**config.mk**
```make
export PLATFORM = sky130hd
export DESIGN_NAME = matrix_pingpong_buffer
export DESIGN_NICKNAME = d
export VERILOG_FILES = /design/src/rtl/matrix_pingpong_buffer.sv
export SDC_FILE = /design/constraint.sdc
export NUM_CORES = 1
export LEC_CHECK = 0
export CAP_MARGIN = 30
export CORE_UTILIZATION = 40
export DETAILED_ROUTE_END_ITERATION = 12
export MAX_ROUTING_LAYER = met4
export REMOVE_ABC_BUFFERS = 1
export SLEW_MARGIN = 25
export SYNTH_ARGS = -nofsm -noshare
export SYNTH_HDL_FRONTEND = slang
export SYNTH_SLANG_ARGS = --single-unit
```
**constraint.sdc**
```tcl
create_clock -name clk -period 29.7 [get_ports clk]
set_clock_uncertainty 0.15 [all_clocks]
set_input_delay 5.94 -clock clk [delete_from_list [all_inputs] [get_ports clk]]
set_output_delay 5.94 -clock clk [all_outputs]
set_load 0.02 [all_outputs]
```
**src/rtl/matrix_pingpong_buffer.sv**
```systemverilog
`timescale 1ns/1ps
`default_nettype none
// +---------------------------------------------------------------------------+
// | matrix_pingpong_buffer: double-buffered NxN block reorder, row/transpose  |
// | Option: MATRIX_PINGPONG_BUFFER_TRPS_EN enables per-block transpose.        |
// | Rev 1.0                                                                    |
// +---------------------------------------------------------------------------+
module matrix_pingpong_buffer #(
  parameter int W_IO = 8,
  parameter int N    = 8
) (
  input  logic                     clk,
  input  logic                     rst_n,
  input  logic                     in_valid,
  output logic                     in_ready,
  input  logic [N-1:0][W_IO-1:0]   in_data,
  input  logic                     in_sob,
  input  logic                     in_eob,
  input  logic                     in_sof,
  input  logic                     in_trps,
  output logic                     out_valid,
  input  logic                     out_ready,
  output logic [N-1:0][W_IO-1:0]   out_data,
  output logic                     out_sob,
  output logic                     out_eob,
  output logic                     out_sof,
  output logic                     proto_err
);

  localparam int RW = (N > 1) ? $clog2(N) : 1;
  typedef logic [RW-1:0] row_idx_t;
  typedef logic [N-1:0][W_IO-1:0] row_t;
  localparam row_idx_t LAST_ROW = row_idx_t'(N - 1);

  row_t     mem_q [2][N];
  row_t     mem_d [2][N];
  logic [1:0] full_q, full_d, sof_q, sof_d;
  logic     wr_bank_q, wr_bank_d, rd_bank_q, rd_bank_d;
  row_idx_t wr_row_q, wr_row_d, rd_row_q, rd_row_d;
  logic     run_q, run_d;
  logic     out_valid_q, out_valid_d, out_sob_q, out_sob_d;
  logic     out_eob_q, out_eob_d, out_sof_q, out_sof_d;
  logic     proto_err_q, proto_err_d;
  row_t     out_data_q, out_data_d;
  row_t     rd_mux;
  logic     wr_fire, rd_fire, do_wr;
  row_idx_t wr_at;

  // run_q keeps in_ready low until the first edge after reset is released
  assign in_ready  = run_q & ~full_q[wr_bank_q];
  assign wr_fire   = in_valid & in_ready;
  assign rd_fire   = full_q[rd_bank_q] & (~out_valid_q | out_ready);
  assign out_valid = out_valid_q;
  assign out_data  = out_data_q;
  assign out_sob   = out_sob_q;
  assign out_eob   = out_eob_q;
  assign out_sof   = out_sof_q;
  assign proto_err = proto_err_q;

`ifdef MATRIX_PINGPONG_BUFFER_TRPS_EN
  logic [1:0] trps_q, trps_d;

  always_comb begin
    trps_d = trps_q;
    if (wr_fire && in_sob) trps_d[wr_bank_q] = in_trps;
  end

  always_ff @(posedge clk) begin
    if (!rst_n) trps_q <= '0;
    else        trps_q <= trps_d;
  end

  // Transposed banks gather column rd_row across all stored rows
  always_comb begin
    rd_mux = mem_q[rd_bank_q][rd_row_q];
    if (trps_q[rd_bank_q]) begin
      for (int c = 0; c < N; c++) rd_mux[c] = mem_q[rd_bank_q][c][rd_row_q];
    end
  end
`else
  logic unused_trps;
  assign unused_trps = in_trps;

  always_comb rd_mux = mem_q[rd_bank_q][rd_row_q];
`endif

  always_comb begin
    mem_d       = mem_q;
    full_d      = full_q;
    sof_d       = sof_q;
    wr_bank_d   = wr_bank_q;
    wr_row_d    = wr_row_q;
    rd_bank_d   = rd_bank_q;
    rd_row_d    = rd_row_q;
    run_d       = 1'b1;
    out_valid_d = out_valid_q;
    out_data_d  = out_data_q;
    out_sob_d   = out_sob_q;
    out_eob_d   = out_eob_q;
    out_sof_d   = out_sof_q;
    proto_err_d = 1'b0;
    do_wr       = 1'b0;
    wr_at       = wr_row_q;

    if (rd_fire) begin
      out_valid_d = 1'b1;
      out_data_d  = rd_mux;
      out_sob_d   = (rd_row_q == '0);
      out_eob_d   = (rd_row_q == LAST_ROW);
      out_sof_d   = sof_q[rd_bank_q] & (rd_row_q == '0);
      if (rd_row_q == LAST_ROW) begin
        full_d[rd_bank_q] = 1'b0;
        rd_bank_d         = ~rd_bank_q;
        rd_row_d          = '0;
      end else begin
        rd_row_d = rd_row_q + row_idx_t'(1);
      end
    end else if (out_ready) begin
      out_valid_d = 1'b0;
    end

    // A stray sob restarts the bank at row 0; a headless row is dropped
    if (wr_fire) begin
      if (in_sob) begin
        do_wr = 1'b1;
        wr_at = '0;
        sof_d[wr_bank_q] = in_sof;
        if (wr_row_q != '0) proto_err_d = 1'b1;
      end else if (wr_row_q == '0) begin
        proto_err_d = 1'b1;
      end else begin
        do_wr = 1'b1;
      end
      if (do_wr) begin
        mem_d[wr_bank_q][wr_at] = in_data;
        if (in_eob != (wr_at == LAST_ROW)) proto_err_d = 1'b1;
        if (wr_at == LAST_ROW) begin
          full_d[wr_bank_q] = 1'b1;
          wr_bank_d         = ~wr_bank_q;
          wr_row_d          = '0;
        end else begin
          wr_row_d = wr_at + row_idx_t'(1);
        end
      end
    end
  end

  always_ff @(posedge clk) begin
    mem_q <= mem_d;
  end

  always_ff @(posedge clk) begin
    if (!rst_n) begin
      full_q      <= '0;
      sof_q       <= '0;
      wr_bank_q   <= 1'b0;
      wr_row_q    <= '0;
      rd_bank_q   <= 1'b0;
      rd_row_q    <= '0;
      run_q       <= 1'b0;
      out_valid_q <= 1'b0;
      out_data_q  <= '0;
      out_sob_q   <= 1'b0;
      out_eob_q   <= 1'b0;
      out_sof_q   <= 1'b0;
      proto_err_q <= 1'b0;
    end else begin
      full_q      <= full_d;
      sof_q       <= sof_d;
      wr_bank_q   <= wr_bank_d;
      wr_row_q    <= wr_row_d;
      rd_bank_q   <= rd_bank_d;
      rd_row_q    <= rd_row_d;
      run_q       <= run_d;
      out_valid_q <= out_valid_d;
      out_data_q  <= out_data_d;
      out_sob_q   <= out_sob_d;
      out_eob_q   <= out_eob_d;
      out_sof_q   <= out_sof_d;
      proto_err_q <= proto_err_d;
    end
  end

endmodule
`default_nettype wire

```
# Yosys cells after proc, flatten, opt, wreduce, memory -nomap -nowiden
# Cells that the tools add are included.
dict set report totals {
  reg_bits 1106
  output_inout_bits 70
  inputBits 72
}
dict set report op_classes {
  eq_ne 3
  n_addsub 2
  order_cmp 10
  n_bitwise 16
  n_reduce_logical 13
  n_mux 42
}
# op n
set ops {}
lappend ops {{512-bit 2-to-1 mux} 4}
lappend ops {{1024-bit bitwise mux} 1}
lappend ops {{512-bit demux with 1-bit select} 1}
lappend ops {{64-bit binary-select mux with 3-bit select} 1}
lappend ops {{64-bit demux with 3-bit select} 1}
lappend ops {{64-bit 2-to-1 mux} 3}
lappend ops {{1-bit 2-to-1 mux} 19}
lappend ops {{3-bit 2-to-1 mux} 4}
lappend ops {{2-bit 2-to-1 mux} 5}
lappend ops {{4-bit >= comparator (second input constant)} 2}
lappend ops {{3-bit inverter with 4-bit output} 2}
lappend ops {{2-bit AND reduction} 4}
lappend ops {{3-bit by 1-bit adder with 3-bit output (second input constant)} 2}
lappend ops {{3-bit == test (second input constant)} 2}
lappend ops {{3-bit logical NOT} 2}
lappend ops {{1-bit bitwise AND} 4}
lappend ops {{2-bit >= comparator (second input constant)} 2}
lappend ops {{1-bit logical AND} 4}
lappend ops {{1-bit by 2-bit < comparator with 1-bit output (second input constant)} 2}
lappend ops {{4-bit by 1-bit < comparator with 1-bit output (second input constant)} 1}
lappend ops {{1-bit inverter} 4}
lappend ops {{1-bit inverter with 2-bit output} 2}
lappend ops {{3-bit AND reduction} 1}
lappend ops {{3-bit nonzero test} 1}
lappend ops {{other kinds (10)} 12}

# Longest topological paths before layout
# Gate-level depths: netlist of run 1.
dict set report depth {
  ltp_word 14
  mapped_depth 9
  ltp_nobuf 8
}

# Worst setup path after synthesis of run 1
# No wires, ideal clock.
dict set report synth_path {
  kind {in2reg}
  from {input in_sob}
  to {register mem_q[832] in the netlist's numbering (enable)}
  arrival_time_ps 12855
  slack_ps 16051
  path_buffers 2
  path_stages 7
  t_required_ps 28906
  setup_ps 644
  cell_sequence {inv_1 ha_1 and4b_1 buf_2 nand2b_1 clkbuf_1 nor4_1}
}
dict set report synth_between {
  elab_chain_len 3
}
# element line_no
set synth_lines {}
lappend synth_lines {{start, declared} 17} ;# input logic in_sob,
lappend synth_lines {{1-bit 2-to-1 mux} 124} ;# if (in_sob) begin
lappend synth_lines {{1-bit 2-to-1 mux} 123} ;# if (wr_fire) begin
lappend synth_lines {{2-bit AND reduction (no line)} -}
lappend synth_lines {{end signal, assigned} 149} ;# mem_q <= mem_d;
lappend synth_lines {{end, declared} 35} ;# row_t mem_q [2][N];
# Every way passes these cells. The select of a mux whose other input is x is not followed.
# A chain may end at the register's enable or synchronous reset.

# Worst setup path in the final report of run 1
dict set report layout_path {
  from {input in_sob}
  to {register mem_q[628] in the netlist's numbering (enable)}
}
# The elaborated chain is that of the path after synthesis.

==> run metrics, run 1 <==
post-synthesis average cell area 20.63 um^2; measured slew at the worst slew-check pin 990.4 ps; effective utilization at floorplan 0.4042; DR pass1 iterations 5; Bufs on Longest Clock Path 3; cell count of the worst reg-to-reg path 7; Clock transition at path regs 60 ps; setup repair after global routing missed its margin false; number of violations reported at the end of detailed-routing iteration 0 between 1500 and 2000; DRC violations left 0; fraction of final layout cells with drive strength greater than 1 0.2066; status complete, no violations; overall die area 106200 um^2; vias per std cell approximately 5.4; Worst Hold Path Cells 2; wire length of the first global-routing pass ~140000 um; all-layer global routing usage 0.1850; worst max-slew margin expressed relative to the limit 0.3398; clock sink count 1106; standard-cell rows 118; post-detailed-routing wire length around 95000 um; Hold Fails Final Rpt 0; overall via count from detail_route between 20000 and 25000; category of the most critical setup path in2reg; Worst Path Required a little under 30000 ps; grt total ovfl 0; largest net degree at the start of global routing 129; cell at the root of the clock tree clkbuf_16; Mapped Cells roughly 2000; later-pin clock latency in the skew report about 680 ps; count of flip-flops with a built-in enable after synthesis 1024; number of nets with antenna violations after routing 0; CORE AREA ~100000 um^2; Critical Path Source Type input port; Total Negative Setup Slacks 0 ps; most common cell after layout, fill and taps aside edfxtp_1; upper clock frequency limit 108.9 MHz; via count of the first global-routing pass ~21000; Period Utilization, post-route 0.3093; number of nets in the finished design 2300; placed cells about 3500; commonest non-fill, non-tap cells in the layout edfxtp_1, mux4_2, clkdlybuf4s50_1, clkbuf_16, mux2i_1; share of flip-flops with an asynchronous set or reset 0; peak supply drop 0.00004901 V; Vert. Die Dim roughly 330 um; Yosys cell types 39; capturing element type of the critical path flop; clock tree from TritonCTS built; TritonCTS buffer count 113; WP data arrival about 9300 ps; Synth Warn # 0; cell area power density around 65 nW/um^2; quantity of hold-fixing buffers added after cts 0; detailed-route wire length per cell about 26 um; number of antenna violations at the first check in global routing 7; Synth Flop Type edfxtp_1; Post-CTS Setup Bufs 0; boundary pin count 142; maximum fanout along the worst path 44; path category of the worst min-delay check reg2reg; IO buf count 140; die width ~330 um; synthesis-stage register bit count approximately 1100; Post-Synthesis Cell Area around 42000 um^2; final count of pins violating max slew 0; H-tree depth reported by CTS 3; Detailed Place HPWL between 40000 and 50000 um; sequential element share of the synthesized area 0.7721; final instance count without filler cells about 3700; # Max-Cap Violations 0; Final Setup Violations 0; GP Congestion roughly 0.72; fin util 0.4704; Tmin final between 9000 and 10000 ps; P&R area growth vs syn 16.37%; number of filler cells placed in the layout about 8600; number of resized instances in the post-cts repair step 0; static leakage power between 0.015 and 0.02 uW
-- synthesized netlist by cell type (all sizes together) (2+ instances only) --
cell,n,area share
mux2,50,0.013
mux2i,109,0.026
inv,6,0.00054
and3,2,0.00030
nor4,4,0.00060
edfxtp,1024,0.73
nand3,3,0.00036
nor2b,84,0.013
nand2b,5,0.00075
dfxtp,82,0.039
ha,6,0.0018
xnor2,2,0.00042
o22ai,24,0.0036
buf,66,0.012
nor3,29,0.0035
a211o,64,0.013
mux4,192,0.10
nand4b,2,0.00042
o21ai,3,0.00036
a211oi,40,0.0072
and2,5,0.00075
a2111oi,40,0.0084
nand2,20,0.0018
clkbuf,54,0.0048
nand3b,3,0.00054
a21boi,7,0.0013
nor2,100,0.0089
nand4,3,0.00045
-- per-layer routing --
layer	track usage	vias up	part of all wire
li1	-	8780	-
met3	0.02935	139	0.043
met1	0.2329	10625	0.41
met4	0.04572	0	0.021
met5	-	-	0
met2	0.3133	473	0.52
-- final cells by class --
type	instances	area (um^2)	area share
sequential	1106	32400	0.6637
multi-input combinational	802	8956	0.1834
clock buffer	158	3161	0.06474
timing repair buffer	193	1904	0.03901
tap	1380	1727	0.03537
clock inverter	58	633.1	0.01297
inverter	6	22.52	0.0004613
antenna	6	15.01	0.0003075
-- flip-flops by register name, indices dropped and copies added, names as in the netlist, 2 cells and up --
| signal | cells |
|---|---|
| out_data | 64 |
| rd_row_q | 3 |
| mem_q | 1024 |
| full_q | 2 |
| wr_row_q | 3 |
| sof_q | 2 |
-- worst max-delay path, stage by stage --
cell	delay, ps
clkdlybuf4s50_1	590
inv_1	90
ha_1	210
and4b_1	440
nand2b_1	420
nor2_4	630
buf_16	240
buf_4	730
-- final timing paths --
check / to / slack (ps) / start
worst min register to register: sof_q[0]$_SDFFE_PN0P_ / 310 / sof_q[0]$_SDFFE_PN0P_
worst min-delay path: sof_q[0]$_SDFFE_PN0P_ / 310 / sof_q[0]$_SDFFE_PN0P_
worst max-delay path: mem_q[628]$_DFFE_PP_ / 20520 / in_sob
worst max register to register: out_data[33]$_SDFFE_PN0N_ / 25300 / rd_bank_q$_SDFFE_PN0P_
-- cell families after synthesis --
family,Yosys count,share of synthesized area
mux,351,0.1425
flops,1106,0.7721
buf+inv,126,0.01733
simple gates,263,0.03140
xor+xnor,2,0.0004176
compound gates,180,0.03451
fa+ha+maj,6,0.001789
-- where the power goes --
| part | switching (uW) | leakage [uW] | internal, uW | total (uW) |
|---|---|---|---|---|
| clock network | 579 | 0.00184 | 847 | 1430 |
| registers | 1.09 | 0.00988 | 1700 | 1710 |
| logic | 27.3 | 0.00356 | 12.3 | 39.6 |
-- stage by stage --
step | area, um^2 | hold WS [ps] | setup slack (ps) | total power [uW]
global route | 48820 | 339.2 | 20350 | 3263
CTS | 48750 | 320.5 | 20480 | 3201
detailed placement | 44960 | 300.8 | 19760 | 1778
floorplan | 41250 | 284.7 | 14560 | 1747
global placement | 44900 | 298.5 | 19560 | 1775
finish | 48820 | 314.4 | 20520 | 3172
No activity file was read; power rests on OpenSTA's default activity.
==> run 2: changes to the inputs <==
==> constraint.sdc (replaced) <==
create_clock -name clk -period 9.1 [get_ports clk]
set_clock_uncertainty 0.15 [all_clocks]
set_input_delay 1.82 -clock clk [delete_from_list [all_inputs] [get_ports clk]]
set_output_delay 1.82 -clock clk [all_outputs]
set_load 0.02 [all_outputs]
==> run 2 against run 1 <==
Global-route usage decreased by 0.61 points. Sequential power increased to 3.3 times the previous value. Utilization decreased by 0.18 points. Hold slack got worse by 1.4 ps. Via count decreased by 0.75%. Cell area decreased by 0.38%. Final cell count decreased by 0.32%.
==> run metrics, run 2 (synthesis gave the netlist of run 1 again) <==
number of flip-flops under the largest register name 1024 (unchanged); boundary pin count 142 (unchanged); overall die area 106200 um^2 (unchanged); # Max-Cap Violations 0 (unchanged); Clock transition at path regs 60 ps (about the same); Bufs on Longest Clock Path 3 (unchanged); placed cells 3486 (+0.029%); Net Sw Power 1959 uW (+220%); via count of the first global-routing pass 20958 (-1.1%); upper clock frequency limit about 190 MHz; Final Setup Violations 0 (unchanged); post-detailed-routing wire length 91670 um (-3.3%); setup repair after global routing missed its margin false; H-tree depth reported by CTS 3 (unchanged); IO buf count 140 (unchanged); largest net degree at the start of global routing 133 (+3.1%); end of the worst register-to-register path mem_q[1008]$_DFFE_PP_; area of placed instances 44990 um^2 (about the same); Net Sw Frac 0.1926 (+0.001048); all-layer global routing usage 0.1790 (-0.006056); sequential power share 0.547 (+0.009); worst max-slew margin expressed relative to the limit 0.3382 (-0.001586); category of the most critical setup path in2reg; Hold Fails Final Rpt 0 (unchanged); cell at the root of the clock tree clkbuf_16; status complete, no violations; register-to-register path setup slack 4870 ps (-20430 ps); overall via count from detail_route 19867 (-0.75%); cell with the biggest individual delay on the critical path nor2_4; Period Utilization, post-route 0.5884; cell count of the worst reg-to-reg path 6 (-1); final instance area 48640 um^2 (-0.38%); path category of the worst min-delay check reg2reg; vias per std cell 5.374 (-0.43%); Worst Setup EP mem_q[1008]$_DFFE_PP_; Vert. Die Dim 325.9 um (unchanged); wire length of the first global-routing pass 136300 um (-2.7%); number of nets in the finished design 2297 (-0.13%); Critical Path Source Type input port; measured slew at the worst slew-check pin 992.8 ps (+2.379 ps); commonest non-fill, non-tap cells in the layout edfxtp_1, mux4_2, clkdlybuf4s50_1, clkbuf_16, mux2i_1; TritonCTS buffer count 110 (-2.7%); number of antenna violations at the first check in global routing 5 (-2); capturing element type of the critical path flop; maximum fanout along the worst path 43 (-2.3%); die width 325.9 um (unchanged); Combinational Power Share 0.013 (about the same); Detailed Place HPWL 47620 um (-1.2%); P&R area growth vs syn 15.93%; standard-cell rows 118 (unchanged); share of total power in the clock network 0.440 (-0.010); fin util 0.4686 (-0.001784); WP data arrival 5480 ps (-3840 ps); largest reg by FF count mem_q; number of resized instances in the post-cts repair step 0 (unchanged); DR pass1 iterations 5 (unchanged); Total Negative Setup Slacks 0 ps (unchanged); later-pin clock latency in the skew report 670 ps (about the same); static leakage power 0.01521 uW (-0.51%); minimum setup slack in the final design 3745 ps (-16770 ps); most common cell after layout, fill and taps aside edfxtp_1; final count of pins violating max slew 0 (unchanged); fraction of final layout cells with drive strength greater than 1 0.2042 (-0.002477); Largest stage delay, worst path 870 ps (+140 ps); final instance count without filler cells 3697 (-0.32%); number of violations reported at the end of detailed-routing iteration 0 1462 (-11%); CORE AREA 103800 um^2 (unchanged); GP Congestion 0.7210 (+0.75%); crit path from in_sob; number of nets with antenna violations after routing 0 (unchanged); clock tree from TritonCTS built; Worst Path Required 9230 ps (-20610 ps); cell chain of the critical path clkdlybuf4s50_1 > inv_1 > ha_1 > and4b_1 > nand2b_1 > nor2_4 > buf_4; effective utilization at floorplan 0.4042 (unchanged); Tmin final 5355 ps; quantity of hold-fixing buffers added after cts 0 (unchanged); detailed-route wire length per cell 24.79 um (-3.0%); cell area power density 209.1 nW/um^2 (+220%); internal power 8212 uW (+220%); Post-CTS Setup Bufs 0 (unchanged); grt total ovfl 0 (unchanged); DRC violations left 0 (unchanged); peak supply drop 0.0001509 V (+210%); dpl ws 3001 ps (-16760 ps); critical register-to-register path startpoint wr_row_q[1]$_SDFFE_PN0P_; clock sink count 1106 (unchanged)
[run 2: changes by cell type in the layout (fill, tap and decap cells not counted), sizes merged]
cell      before  now
clkbuf       158  136
clkinv        37   53
clkinvlp       6    4
inv            9    7
bufinv        12   11
diode          6    5
[run 2: how the worst min path moves through the flow]
stage / cells after the start / slack [ps] / start / end
after floorplan: 2 / 280 / sof_q[1]$_SDFFE_PN0P_ / sof_q[1]$_SDFFE_PN0P_
after detailed placement: 1 / 300 / out_data[22]$_SDFFE_PN0N_ / out_data[22]$_SDFFE_PN0N_
after global routing: 1 / 330 / out_data[54]$_SDFFE_PN0N_ / out_data[54]$_SDFFE_PN0N_
after CTS: 1 / 320 / out_data[54]$_SDFFE_PN0N_ / out_data[54]$_SDFFE_PN0N_
final: 1 / 310 / out_data[22]$_SDFFE_PN0N_ / out_data[22]$_SDFFE_PN0N_
after global placement: 2 / 290 / sof_q[1]$_SDFFE_PN0P_ / sof_q[1]$_SDFFE_PN0P_
[run 2: critical path: cells and delay by family]
kind,cells,cell delay (ps)
AND/OR/NAND/NOR,3,1830
buffers and inverters,3,1580
adder cells (fa/ha/maj),1,220
[run 2: through the flow]
stage                     hold slack [ps]  total power, uW
after detailed placement            304.8             5805
after global routing                334.7            10460
after CTS                           317.2            10260
after global placement              292.5             5794
final                               313.0            10170
after floorplan                     284.7             5700
[run 2: cell type report]
cell class | instances | area, um^2
Clock inverter | 69 | 645.6
Inverter | 6 | 22.52
Clock buffer | 136 | 2954
Antenna cell | 5 | 12.51
Sequential cell | 1106 | 32400
Multi-Input combinational cell | 802 | 8955
Fill cell | 8570 | 55160
Tap cell | 1380 | 1727
Timing Repair Buffer | 193 | 1917
[run 2: metal layers]
metal | global-route usage | routed length [um]
met1 | 0.2241 | 38160
met5 | - | 0
met3 | 0.02424 | 3949
met4 | 0.05613 | 2631
met2 | 0.3021 | 46930
[run 2: power by group through the flow]
stage,sequential (uW),combinational [uW],clock (uW)
after floorplan,5680,25.1,0
after global placement,5670,122,0
after detailed placement,5670,131,0
after CTS,5570,131,4570
after global routing,5560,141,4750
final,5570,129,4480
==> run 3: changes to the inputs <==
==> constraint.sdc (replaced) <==
create_clock -name clk -period 4.4 [get_ports clk]
set_clock_uncertainty 0.15 [all_clocks]
set_input_delay 0.88 -clock clk [delete_from_list [all_inputs] [get_ports clk]]
set_output_delay 0.88 -clock clk [all_outputs]
set_load 0.02 [all_outputs]
==> run 3 against run 2 <==
Routed wire length up 1.5%. Sequential cell count is the same. Clock-buffer cell count is 22 higher. Clock power increased by 120%. Cell area is 1.1% higher. Global-route usage grew 0.36 points. Combinational power rose by 110%. Sequential power grew 110%. Total power up 110%. Critical path type is now reg2out. Highest routed layer unchanged.
==> run metrics, run 3 (synthesis gave the netlist of run 1 again) <==
Bufs on Longest Clock Path 3 (unchanged); static leakage power 0.01541 uW (+1.3%); post-detailed-routing wire length 93030 um (+1.5%); Post-CTS Setup Bufs 0 (unchanged); clock tree from TritonCTS built; standard-cell rows 118 (unchanged); Vert. Die Dim 325.9 um (unchanged); maximum fanout along the worst path 8 (-81%); Final Setup Violations 0 (unchanged); path category of the worst min-delay check reg2reg; cell at the root of the clock tree clkbuf_16; # Max-Cap Violations 0 (unchanged); number of nets with antenna violations after routing 0 (unchanged); peak supply drop 0.0003363 V (+120%); number of violations reported at the end of detailed-routing iteration 0 1674 (+15%); number of resized instances in the post-cts repair step 0 (unchanged); status complete, no violations; GP Congestion 0.7328 (+1.6%); grt total ovfl 0 (unchanged); overall die area 106200 um^2 (unchanged); end of the worst register-to-register path mem_q[447]$_DFFE_PP_; Clock transition at path regs 60 ps (about the same); worst hold start out_data[56]$_SDFFE_PN0N_; quantity of hold-fixing buffers added after cts 0 (unchanged); category of the most critical setup path reg2out; all-layer global routing usage 0.1826 (+0.003643); later-pin clock latency in the skew report 680 ps (about the same); setup repair after global routing missed its margin false; Hold Fails Final Rpt 0 (unchanged); Worst Hold Path Cells 1 (unchanged); final count of pins violating max slew 0 (unchanged); IO buf count 140 (unchanged); Detailed Place HPWL 47810 um (+0.41%); number of antenna violations at the first check in global routing 6 (+1); area of the multi-input gates 8951 um^2 (about the same); via count of the first global-routing pass 21555 (+2.8%); overall via count from detail_route 20154 (+1.4%); effective utilization at floorplan 0.4042 (unchanged); WP data arrival 2260 ps (-3220 ps); register-to-register path setup slack 1330 ps (-3540 ps); capturing element type of the critical path primary output; die width 325.9 um (unchanged); dpl ws 541.3 ps (-2460 ps); Period Utilization, post-route 0.7482; DRC violations left 0 (unchanged); upper clock frequency limit around 300 MHz; number of filler cells placed in the layout 8514 (-0.65%); commonest non-fill, non-tap cells in the layout edfxtp_1, mux4_2, clkdlybuf4s50_1, clkbuf_16, mux2i_1; CORE AREA 103800 um^2 (unchanged); register cell area after layout 32400 um^2 (unchanged); DR pass1 iterations 5 (unchanged); TritonCTS buffer count 111 (+0.91%); P&R area growth vs syn 17.16%; number of nets in the finished design 2305 (+0.35%); Worst Path Required 3370 ps (-5860 ps); critical register-to-register path startpoint wr_row_q[1]$_SDFFE_PN0P_; cell count of the worst reg-to-reg path 6 (unchanged); Critical Path Source Type flop; fraction of final layout cells with drive strength greater than 1 0.2122 (+0.008073); minimum setup slack in the final design 1108 ps (-2638 ps); crit path from wr_bank_q$_SDFFE_PN0P_; measured slew at the worst slew-check pin 914.7 ps (-78.04 ps); most common cell after layout, fill and taps aside edfxtp_1; cell area power density 436.1 nW/um^2 (+110%); Endpoint, Worst Hold out_data[56]$_SDFFE_PN0N_; largest net degree at the start of global routing 106 (-20%); Tmin final around 3300 ps; vias per std cell 5.435 (+1.1%); clock sink count 1106 (unchanged); detailed-route wire length per cell 25.09 um (+1.2%); fin util 0.4736 (+0.005003); wire length of the first global-routing pass 140100 um (+2.8%); worst max-slew margin expressed relative to the limit 0.3902 (+0.05202); Total Negative Setup Slacks 0 ps (unchanged); number of flip-flops under the largest register name 1024 (unchanged); H-tree depth reported by CTS 3 (unchanged); largest reg by FF count mem_q; boundary pin count 142 (unchanged)
==> run 3: cell count changes in the layout (fill, tap and decap cells not counted), moves of 3 or more <==
| cell | before | now |
|---|---|---|
| buf_12 | 3 | 30 |
| buf_16 | 4 | 1 |
| buf_4 | 44 | 28 |
| clkbuf_1 | 19 | 27 |
| clkbuf_8 | 4 | 19 |
| clkinv_1 | 26 | 8 |
| clkinv_2 | 23 | 20 |
| inv_16 | 0 | 3 |
==> run 3: critical path: stages, from the launching register on <==
cell             delay, ps
dfxtp_1                480
mux2i_1                300
and2_1                 190
clkdlybuf4s50_1        610
==> run 3: area by class of cell <==
cell class,instances,share of cell area
multi-input combinational,802,0.1821
timing repair buffer,200,0.04579
clock inverter,51,0.01268
clock buffer,158,0.06440
antenna,5,0.0002545
sequential,1106,0.6592
inverter,6,0.0004582
tap,1380,0.03513
==> run 3: layer usage <==
| metal | routed length, um | share of wire | GRT usage | vias up |
|---|---|---|---|---|
| met3 | 4119 | 0.044 | 0.02813 | 156 |
| met4 | 2345 | 0.025 | 0.05144 | 0 |
| li1 | - | - | - | 8791 |
| met2 | 46640 | 0.50 | 0.3000 | 469 |
| met5 | 0 | 0 | - | - |
| met1 | 39920 | 0.43 | 0.2361 | 10738 |
==> run 3: stage by stage <==
stage | hold slack, ps | area (um^2) | instances | power (uW)
after floorplan | 284.7 | 41250 | 1914 | 11790
after global placement | 295.6 | 45310 | 3492 | 11990
after detailed placement | 298.3 | 45330 | 3493 | 12010
after CTS | 312.0 | 49110 | 3702 | 21620
after global routing | 334.3 | 49150 | 3708 | 22050
final | 308.7 | 49150 | 3708 | 21430
==> run 3: how the worst max path moves through the flow <==
stage          slack [ps]  cells after the start                         to
2_1_floorplan      -10740                      4  out_data[11]$_SDFFE_PN0N_
3_3_place_gp          530                      8        mem_q[17]$_DFFE_PP_
3_5_place_dp          540                      7       mem_q[446]$_DFFE_PP_
4_1_cts              1070                      3                   in_ready
5_1_grt               970                      3                   in_ready
6_report             1110                      3                   in_ready
==> run 3: power by group <==
group          leakage, uW  switching [uW]  internal, uW
Sequential         0.00988            7.46         11500
Combinational      0.00367             189          87.2
Clock              0.00186            3920          5720
